**config.mk**
```make
export PLATFORM = sky130hd
export DESIGN_NAME = digit_scan_driver
export DESIGN_NICKNAME = d
export VERILOG_FILES = /design/src/rtl/digit_scan_driver.sv
export SDC_FILE = /design/constraint.sdc
export NUM_CORES = 1
export LEC_CHECK = 0
export ABC_AREA = 1
export CAP_MARGIN = 20
export CORE_MARGIN = 5
export CORE_UTILIZATION = 40
export DETAILED_ROUTE_END_ITERATION = 10
export SYNTH_ARGS = -nofsm -noshare
export SYNTH_HDL_FRONTEND = slang
export SYNTH_SLANG_ARGS = --single-unit
```
**constraint.sdc**
```tcl
create_clock -name clk -period 2.4 [get_ports clk]
set_input_delay 0.24 -clock clk [delete_from_list [all_inputs] [get_ports clk]]
set_output_delay 0.24 -clock clk [all_outputs]
set_load 0.01 [all_outputs]
```
**src/rtl/digit_scan_driver.sv**
```systemverilog
`default_nettype none
// ============================================================================
// Module   : digit_scan_driver
// Brief    : Multiplexed 7-segment scanner with shadow/active update and blink.
//            Define LZ_BLANK_EN to suppress leading zeros of the active value.
// Revision : 1.0
// ============================================================================
module digit_scan_driver #(
  parameter int N_DIGITS  = 4,
  parameter int SCAN_DIV  = 50000,
  parameter int BLINK_DIV = 250
) (
  input  logic                  clk,
  input  logic                  rst_n,
  input  logic [4*N_DIGITS-1:0] value,
  input  logic                  load,
  input  logic                  hex_mode,
  input  logic [N_DIGITS-1:0]   digit_en,
  input  logic [N_DIGITS-1:0]   blink_mask,
  output logic [6:0]            seg,
  output logic [N_DIGITS-1:0]   an,
  output logic                  upd_done
);

  localparam int c_PW = $clog2(SCAN_DIV);
  localparam int c_IW = $clog2(N_DIGITS);
  localparam int c_BW = (BLINK_DIV > 1) ? $clog2(BLINK_DIV) : 1;
  localparam logic [c_PW-1:0] c_PRESC_MAX = c_PW'(SCAN_DIV - 1);
  localparam logic [c_IW-1:0] c_IDX_MAX   = c_IW'(N_DIGITS - 1);
  localparam logic [c_BW-1:0] c_BLINK_MAX = c_BW'(BLINK_DIV - 1);
  localparam logic [6:0]      c_SEG_OFF   = 7'b1111111;

  logic [c_PW-1:0]       r_presc;
  logic [c_IW-1:0]       r_idx;
  logic [c_BW-1:0]       r_blink_cnt;
  logic                  r_phase;
  logic [4*N_DIGITS-1:0] r_shadow;
  logic [4*N_DIGITS-1:0] r_active;
  logic                  r_pending;
  logic [6:0]            r_seg;
  logic [N_DIGITS-1:0]   r_an;
  logic                  r_upd_done;

  logic                  w_tick;
  logic                  w_frame;
  logic                  w_commit;
  logic [3:0]            w_nibble;
  logic [6:0]            w_seg_code;
  logic [N_DIGITS-1:0]   w_an_sel;
  logic                  w_lz_blank;
  logic                  w_blank;

  assign w_tick   = (r_presc == c_PRESC_MAX);
  assign w_frame  = w_tick && (r_idx == c_IDX_MAX);
  assign w_commit = w_frame && r_pending;

  always_ff @(posedge clk or negedge rst_n) begin
    if (!rst_n) begin
      r_presc     <= '0;
      r_idx       <= '0;
      r_blink_cnt <= '0;
      r_phase     <= 1'b0;
    end else begin
      r_presc <= w_tick ? '0 : r_presc + 1'b1;
      if (w_tick) begin
        r_idx <= (r_idx == c_IDX_MAX) ? '0 : r_idx + 1'b1;
        if (r_blink_cnt == c_BLINK_MAX) begin
          r_blink_cnt <= '0;
          r_phase     <= ~r_phase;
        end else begin
          r_blink_cnt <= r_blink_cnt + 1'b1;
        end
      end
    end
  end

  // A load landing on the commit edge stays pending: the commit takes the old shadow.
  always_ff @(posedge clk or negedge rst_n) begin
    if (!rst_n) begin
      r_shadow  <= '0;
      r_active  <= '0;
      r_pending <= 1'b0;
    end else begin
      if (w_commit) begin
        r_active <= r_shadow;
      end
      if (load) begin
        r_shadow  <= value;
        r_pending <= 1'b1;
      end else if (w_commit) begin
        r_pending <= 1'b0;
      end
    end
  end

  assign w_nibble = r_active[{r_idx, 2'b00} +: 4];

  always_comb begin
    w_seg_code = c_SEG_OFF;
    case (w_nibble)
      4'h0: w_seg_code = 7'b1000000;
      4'h1: w_seg_code = 7'b1111001;
      4'h2: w_seg_code = 7'b0100100;
      4'h3: w_seg_code = 7'b0110000;
      4'h4: w_seg_code = 7'b0011001;
      4'h5: w_seg_code = 7'b0010010;
      4'h6: w_seg_code = 7'b0000010;
      4'h7: w_seg_code = 7'b1111000;
      4'h8: w_seg_code = 7'b0000000;
      4'h9: w_seg_code = 7'b0011000;
      4'hA: w_seg_code = hex_mode ? 7'b0001000 : c_SEG_OFF;
      4'hB: w_seg_code = hex_mode ? 7'b0000011 : c_SEG_OFF;
      4'hC: w_seg_code = hex_mode ? 7'b1000110 : c_SEG_OFF;
      4'hD: w_seg_code = hex_mode ? 7'b0100001 : c_SEG_OFF;
      4'hE: w_seg_code = hex_mode ? 7'b0000110 : c_SEG_OFF;
      default: w_seg_code = hex_mode ? 7'b0001110 : c_SEG_OFF;
    endcase
  end

`ifdef LZ_BLANK_EN
  logic [c_IW-1:0] w_msd;

  // Highest nonzero digit; stays 0 for an all-zero value so digit 0 is always lit.
  always_comb begin
    w_msd = '0;
    for (int k = 1; k < N_DIGITS; k++) begin
      if (r_active[4*k +: 4] != 4'd0) begin
        w_msd = c_IW'(k);
      end
    end
  end

  assign w_lz_blank = (r_idx > w_msd);
`else
  assign w_lz_blank = 1'b0;
`endif

  always_comb begin
    w_an_sel        = '1;
    w_an_sel[r_idx] = 1'b0;
  end

  assign w_blank = !digit_en[r_idx] || (r_phase && blink_mask[r_idx]) || w_lz_blank;

  always_ff @(posedge clk or negedge rst_n) begin
    if (!rst_n) begin
      r_seg      <= c_SEG_OFF;
      r_an       <= '1;
      r_upd_done <= 1'b0;
    end else begin
      r_seg      <= w_blank ? c_SEG_OFF : w_seg_code;
      r_an       <= w_blank ? '1 : w_an_sel;
      r_upd_done <= w_commit;
    end
  end

  assign seg      = r_seg;
  assign an       = r_an;
  assign upd_done = r_upd_done;

endmodule
`default_nettype wire

```
==> run summary, run 1 <==
Outcome = completed
Critical path fanouts, max = 16
DR iter-0 viols = 131
FMAX = 0.524 GHz
Worst hold slack = 0.372 ns
Core area = 9110 µm²
IO Port Bufs = 39
Grt met1 use = 0.204
FF/Latch Area = 1820 µm²
Synth Area in XOR/XNOR = 0.0262
IO Pins = 40
Grt peak-use layer = met2
Max VDD drop = 0.210 mV
Switching Fraction = 0.241
Met2 Track Usage GR = 0.224
Sequential share of the synthesized area = 0.494
Critical path class = register to register
Post-CTS resize count = 0
PwrDens = 542 nW/µm²
Endpoints failing hold = 0
Ys Warns = 0
Synth Area in Adders = 0.0238
Grt total ovfl = 0
Reg2Reg Setup Slack = 0.49 ns
Diodes inserted = 0
Final setup vio count = 0
Post-Syn Area = 3680 µm²
Die Area = 11,200 µm²
Via/cell ratio = 4.75
Internal power = 1810 µW
Remaining DRCs = 0
Syn nets = 505
Die extent in x = 106 µm
Share of power burned in registers = 0.530
Worst EP arrival = 2.18 ns
# fillers = 915
Total power = 2380 µW
Layout Skew = 0.0140 ns
Routed WL = 7350 µm
Post-Synth Simple-Gate Area = 0.349
Clock transition at path regs = 0.09 ns
Worst Reg-to-Reg Cells = 9
Largest family of logic cells by synthesized area = simple AND/OR/NAND/NOR gates
Power share of the clock group = 0.411
Root Buffer = clkbuf_8
Layout area overhead = 19.1%
Hpwl dp = 5490 µm
Cells after Synth = 470
CTS tree = built
Hold WC Path Type = input pin to asynchronous set/reset pin
Routed Antenna Nets = 0
Slew Viols, Final = 0
Top-area cell type share of the netlist area = 0.415
RePlAce Congestion = 0.856
Synth area leaders = dfrtp_1 (41%), nand2_1 (19%), dfstp_2 (7.9%), nand3_1 (4.6%), nor2_1 (4.4%)
Worst slew margin = 0.654
Primary FF master, synth = dfrtp_1
M3 GR Usage = 0.0237
Routed vias = 2,996
Multi-input logic area = 1640 µm²
Average size of a mapped cell = 7.83 µm²
Initial Util = 0.404
Psw = 572 µW
Global-route wire length before repair = 13,400 µm
CTS Sinks = 72
CTS Buf Count = 9
CP endpoint kind = register
Clk buf depth = 2
Skew-Pair Late Insertion Delay = 0.35 ns
Fin crit share = 0.796
Gr usage total = 0.145
DRT Pass-1 Iters = 4
Initial antenna violation count = 0
Post-synth EDFFs = 0
Min Tclk post-route = 1.91 ns
Yosys reg bits = 72
Ratio of cells with drive above 1 in the final layout = 0.106
Leakage power = 0.00215 µW
CTS HTree Levels = 3
Startpoint class of the critical path = register
Total negative slack = 0 ns
Async SR Flop Fraction = 1.00
Unrepaired setup endpoints after global routing = no
Synth unique cells = 34
Number of global-route vias before repair = 2,921
Slew @ Worst Pin = 0.520 ns
Worst reg2reg path endpoint = seg[3]$_DFF_PN1_
Die height = 106 µm
Max Cap Violations = 0
Multiplexer area fraction after synthesis = 0
Reg-to-Reg Start = r_idx[0]$_DFFE_PN0N_
WL/cell = 11.6 µm
Row count = 35
Crit path required time = 2.67 ns
Area leader, netlist = dfrtp_1
Largest net degree at the start of global routing = 36
Nets = 550
Combinational Power Share = 0.058
Complex-gate fraction of the synthesized area = 0.0466
metal layers:
layer	vias up	routed length, µm
li1	1573	-
met1	1360	3760
met2	53	3210
met3	10	247
met4	0	130
met5	-	0
cells in the mapped netlist, types with 2 or more instances:
cell type,n
nand2_1,191
dfrtp_1,61
nor2_1,43
nand3_1,34
inv_1,31
dfstp_2,11
o21ai_0,11
xor2_1,10
a21oi_1,9
nand2_2,9
nand4_1,9
ha_1,7
nor3_1,5
clkinv_1,4
inv_2,4
clkbuf_1,3
nand3b_1,3
nor2_4,3
o21ai_1,3
o21ai_2,3
buf_4,2
buf_6,2
stage by stage:
step,instances,setup slack (ns),instance area [µm²],util
after floorplan,470,0.912,3680,-
after global placement,614,0.620,4170,0.458
after detailed placement,614,0.525,4170,0.458
after CTS,631,0.521,4380,0.481
after global routing,631,0.225,4380,0.481
final,631,0.490,4380,0.481
what timing repair did:
item / 4_1_cts / 5_1_grt
hold buffers: 1 / 0
hold endpoints to repair: 16 / 0
setup buffers: 0 / 0
placed cells by master (no fill, tap or decap), types with 3 or more instances in the layout:
cell,Yosys,routed
a21oi_1,9,9
clkbuf_8,0,9
clkdlybuf4s50_1,0,38
clkinv_1,4,4
clkinv_4,0,3
dfrtp_1,61,61
dfstp_2,11,11
ha_1,7,7
inv_1,31,31
inv_2,4,4
nand2_1,191,191
nand2_2,9,9
nand3_1,34,34
nand3b_1,3,3
nand4_1,9,9
nor2_1,43,43
nor2_4,3,3
nor3_1,5,5
o21ai_0,11,11
o21ai_1,3,3
o21ai_2,3,3
xor2_1,10,10
cells by family after synthesis:
logic type / after synthesis
buf+inv: 49
flops: 72
compound gates: 29
xor+xnor: 11
fa+ha+maj: 7
simple gates: 302
area by class of cell:
class | count | share of cell area
Inverter | 40 | 0.0354
Timing Repair Buffer | 43 | 0.0982
Multi-Input combinational cell | 349 | 0.374
Clock inverter | 7 | 0.0183
Tap cell | 111 | 0.0317
Clock buffer | 9 | 0.0283
Sequential cell | 72 | 0.414
state kept, by name (all words and copies together) (netlist names):
| register | flops |
|---|---|
| r_idx | 2 |
| upd_done | 1 |
| r_pending | 1 |
| r_shadow | 16 |
| r_presc | 16 |
| r_phase | 1 |
| r_active | 16 |
| seg | 7 |
| an | 4 |
| r_blink_cnt | 8 |
worst max-delay path, stage by stage, from the launching register on:
cell and delay, ns:
dfrtp_1 0.67, inv_2 0.25, nand2_1 0.11, nand3_1 0.11, nand2_2 0.17, nor2_4 0.08, nand3_1 0.11, nand2_1 0.08
nor2_1 0.15, nand3_1 0.11
power by group through the flow:
stage / Combinational (µW) / Clock (µW) / Sequential [µW]
floorplan: 40.9 / 0 / 1280
global placement: 139 / 0 / 1280
detailed placement: 140 / 0 / 1280
CTS: 142 / 1010 / 1260
global route: 158 / 1050 / 1270
finish: 138 / 978 / 1260
how the worst max path moves through the flow:
stage | startpoint | to | cells past startpoint
2_1_floorplan | r_presc[0]$_DFF_PN0_ | r_active[10]$_DFFE_PN0P_ | 9
3_3_place_gp | r_idx[0]$_DFFE_PN0N_ | seg[3]$_DFF_PN1_ | 9
3_5_place_dp | r_idx[0]$_DFFE_PN0N_ | seg[3]$_DFF_PN1_ | 11
4_1_cts | r_idx[0]$_DFFE_PN0N_ | seg[0]$_DFF_PN1_ | 10
5_1_grt | r_idx[0]$_DFFE_PN0N_ | seg[3]$_DFF_PN1_ | 9
6_report | r_idx[0]$_DFFE_PN0N_ | seg[3]$_DFF_PN1_ | 9
(Power assumes the default switching activity.)
==> run 2, diff against run 1 <==
==> constraint.sdc (replaced) <==
create_clock -name clk -period 1.59 [get_ports clk]
set_input_delay 0.159 -clock clk [delete_from_list [all_inputs] [get_ports clk]]
set_output_delay 0.159 -clock clk [all_outputs]
set_load 0.01 [all_outputs]
==> run 2 against run 1 <==
Setup slack worse by 0.48 ns. Clock skew fell by 0.0033 ns. Via count increased by 7.7%. Final area grew 12%. Combinational power rose by 54%. Critical path type unchanged.
==> run summary, run 2 (synthesis results as in run 1) <==
Gr usage total = 0.149 (was 0.145)
# fillers = 831 (was 915)
Clk buf depth = 2 (unchanged)
Remaining DRCs = 0 (unchanged)
Global-route wire length before repair = 13,800 µm (was 13,400 µm)
WL/cell = 12.5 µm (was 11.6 µm)
CTS Sinks = 72 (unchanged)
Placed cell area = 4280 µm² (was 4170 µm²)
Nets = 578 (was 550)
Critical path cell sequence = buf_8, nand2_2, nand3_2, nand2_4, buf_12, nor2_2, nand2_1, nand3_1, nor2_1, nand3_2 (was inv_2, nand2_1, nand3_1, nand2_2, nor2_4, nand3_1, nand2_1, nor2_1, nand3_1)
CTS Buf Count = 9 (unchanged)
Endpoints failing hold = 0 (unchanged)
Routed vias = 3,227 (was 2,996)
Most common cell after layout, fill and taps aside = nand2_1 (unchanged)
Pre-CTS setup slack = -0.0270 ns (was 0.525 ns)
Die extent in x = 106 µm (unchanged)
PwrDens = 742 nW/µm² (was 542 nW/µm²)
Layout area overhead = 34.0% (was 19.1%)
Final setup vio count = 0 (unchanged)
Final WS setup = 0.0142 ns (was 0.490 ns)
Max Cap Violations = 0 (unchanged)
Grt total ovfl = 0 (unchanged)
CTS tree = built (unchanged)
Startpoint class of the critical path = register (unchanged)
Min Tclk post-route = 1.58 ns (was 1.91 ns)
Crit-path max cell delay = 0.48 ns (was 0.67 ns)
Die Area = 11,200 µm² (unchanged)
Reg2Reg Setup Slack = 0.01 ns (was 0.49 ns)
Clock transition at path regs = 0.09 ns (about the same)
RePlAce Congestion = 0.889 (was 0.856)
Final design area excluding fillers = 4930 µm² (was 4380 µm²)
IO Port Bufs = 39 (unchanged)
Crit path required time = 1.88 ns (was 2.67 ns)
Most frequent cells in the layout = nand2_1 (163), dfrtp_1 (60), inv_1 (30) (was nand2_1 (191), dfrtp_1 (61), nor2_1 (43))
Worst slew margin = 0.678 (was 0.654)
Core area = 9110 µm² (unchanged)
DRT Pass-1 Iters = 4 (unchanged)
Hold Path Origin = value[7]
Critical path's most frequent cell = nand3_2 (was nand3_1)
Crit path max-delay family = simple AND/OR/NAND/NOR gates (unchanged)
Ratio of cells with drive above 1 in the final layout = 0.272 (was 0.106)
Slew @ Worst Pin = 0.484 ns (was 0.520 ns)
Worst Reg-to-Reg Cells = 10 (was 9)
Layout Skew = 0.0106 ns (was 0.0140 ns)
Hold WC Path Type = input pin to register (was input pin to asynchronous set/reset pin)
Row count = 35 (unchanged)
Total power = 3660 µW (was 2380 µW)
Max VDD drop = 0.436 mV (was 0.210 mV)
Routed WL = 8260 µm (was 7350 µm)
Initial antenna violation count = 0 (unchanged)
Hpwl dp = 5570 µm (was 5490 µm)
Worst reg2reg path endpoint = seg[0]$_DFF_PN1_ (was seg[3]$_DFF_PN1_)
Outcome = completed (unchanged)
Total negative slack = 0 ns (unchanged)
CP endpoint kind = register (unchanged)
WHS Path Cells = 3
Worst EP arrival = 1.86 ns (was 2.18 ns)
WP buf/inv = 2 (was 1)
Slew Viols, Final = 0 (unchanged)
Critical path class = register to register (unchanged)
Unrepaired setup endpoints after global routing = yes (was no)
Final std cells w/o fill = 659 (was 631)
Routed Antenna Nets = 0 (unchanged)
Critical path fanouts, max = 8 (was 16)
DR iter-0 viols = 154 (was 131)
Number of global-route vias before repair = 3,022 (was 2,921)
Leakage power = 0.00245 µW (was 0.00215 µW)
Initial Util = 0.404 (unchanged)
IO Pins = 40 (unchanged)
Root Buffer = clkbuf_8 (unchanged)
CTS HTree Levels = 3 (unchanged)
Die height = 106 µm (unchanged)
Fin crit share = 0.991 (was 0.796)
Largest net degree at the start of global routing = 40 (was 36)
Via/cell ratio = 4.90 (was 4.75)
Skew-Pair Late Insertion Delay = 0.36 ns (was 0.35 ns)
FMAX = 0.635 GHz (was 0.524 GHz)
Largest registers = r_active x16, r_presc x16, r_shadow x16 (unchanged)
Diodes inserted = 0 (unchanged)
Placed Instances = 630 (was 614)
Reg-to-Reg Start = r_idx[0]$_DFFE_PN0N_ (unchanged)
Hold Path End = r_shadow[7]$_DFFE_PN0P_
CP max stage cell = dfrtp_2 (was dfrtp_1)
-- run 2: cell types whose count changed in the layout (fill, tap and decap cells not counted), moves of 6 or more --
cell / change
nand2_1: -28
buf_4: +23
nand2_2: +18
nand3_1: -14
nor2_1: -14
nand3_2: +13
clkdlybuf4s50_1: -11
dlygate4sd2_1: +9
nand2_4: +9
nor2_2: +8
nor2_4: +6
-- run 2: per-layer routing --
layer	vias to the layer above	part of all wire	wire [µm]	track usage
met2	68	0.46	3820	0.224
met3	12	0.044	363	0.0376
met5	-	0	0	0
li1	1631	-	-	-
met4	0	0.021	170	0.0555
met1	1516	0.47	3900	0.209
-- run 2: how the worst max path moves through the flow --
stage,startpoint,end,slack (ns),cells after the start
floorplan,r_presc[0]$_DFF_PN0_,r_active[10]$_DFFE_PN0P_,0.10,9
global placement,r_idx[0]$_DFFE_PN0N_,seg[3]$_DFF_PN1_,0.05,9
detailed placement,r_presc[1]$_DFF_PN0_,r_presc[14]$_DFF_PN0_,-0.03,9
CTS,r_presc[1]$_DFF_PN0_,r_presc[10]$_DFF_PN0_,-0.006,9
global route,r_idx[0]$_DFFE_PN0N_,seg[3]$_DFF_PN1_,-0.08,9
finish,r_idx[0]$_DFFE_PN0N_,seg[0]$_DFF_PN1_,0.01,10
-- run 2: timing repair --
item,4_1_cts,5_1_grt
gates resized for setup,11,94
setup endpoints to repair,11,35
gates cloned,0,1
endpoints found under the hold margin,61,0
pin swaps,0,36
hold buffers,1,0
setup buffers,0,11
-- run 2: metrics by stage --
stage / hold slack (ns) / util
floorplan: -0.137 / -
global placement: 0.235 / 0.470
finish: 0.328 / 0.541
detailed placement: 0.240 / 0.470
global route: 0.322 / 0.541
CTS: 0.307 / 0.493
-- run 2: report_power, final --
part           leakage [µW]  switching, µW  internal (µW)
logic               0.00142            106            106
clock network      0.000104            783            760
registers          0.000918           21.9           1880
total               0.00245            911           2750
-- run 2: area by class of cell --
cell class	count	area (µm²)	share of cell area
multi-input combinational	349	1940	0.394
clock inverter	7	86.3	0.0175
timing repair buffer	70	646	0.131
sequential	72	1820	0.369
clock buffer	9	124	0.0251
timing repair inverter	1	7.51	0.00152
inverter	40	170	0.0345
tap	111	139	0.0282
-- run 2: worst min-delay path, stage by stage --
cell and delay (ns):
clkdlybuf4s50_1 0.39, nand2_1 0.06, nand2_1 0.04
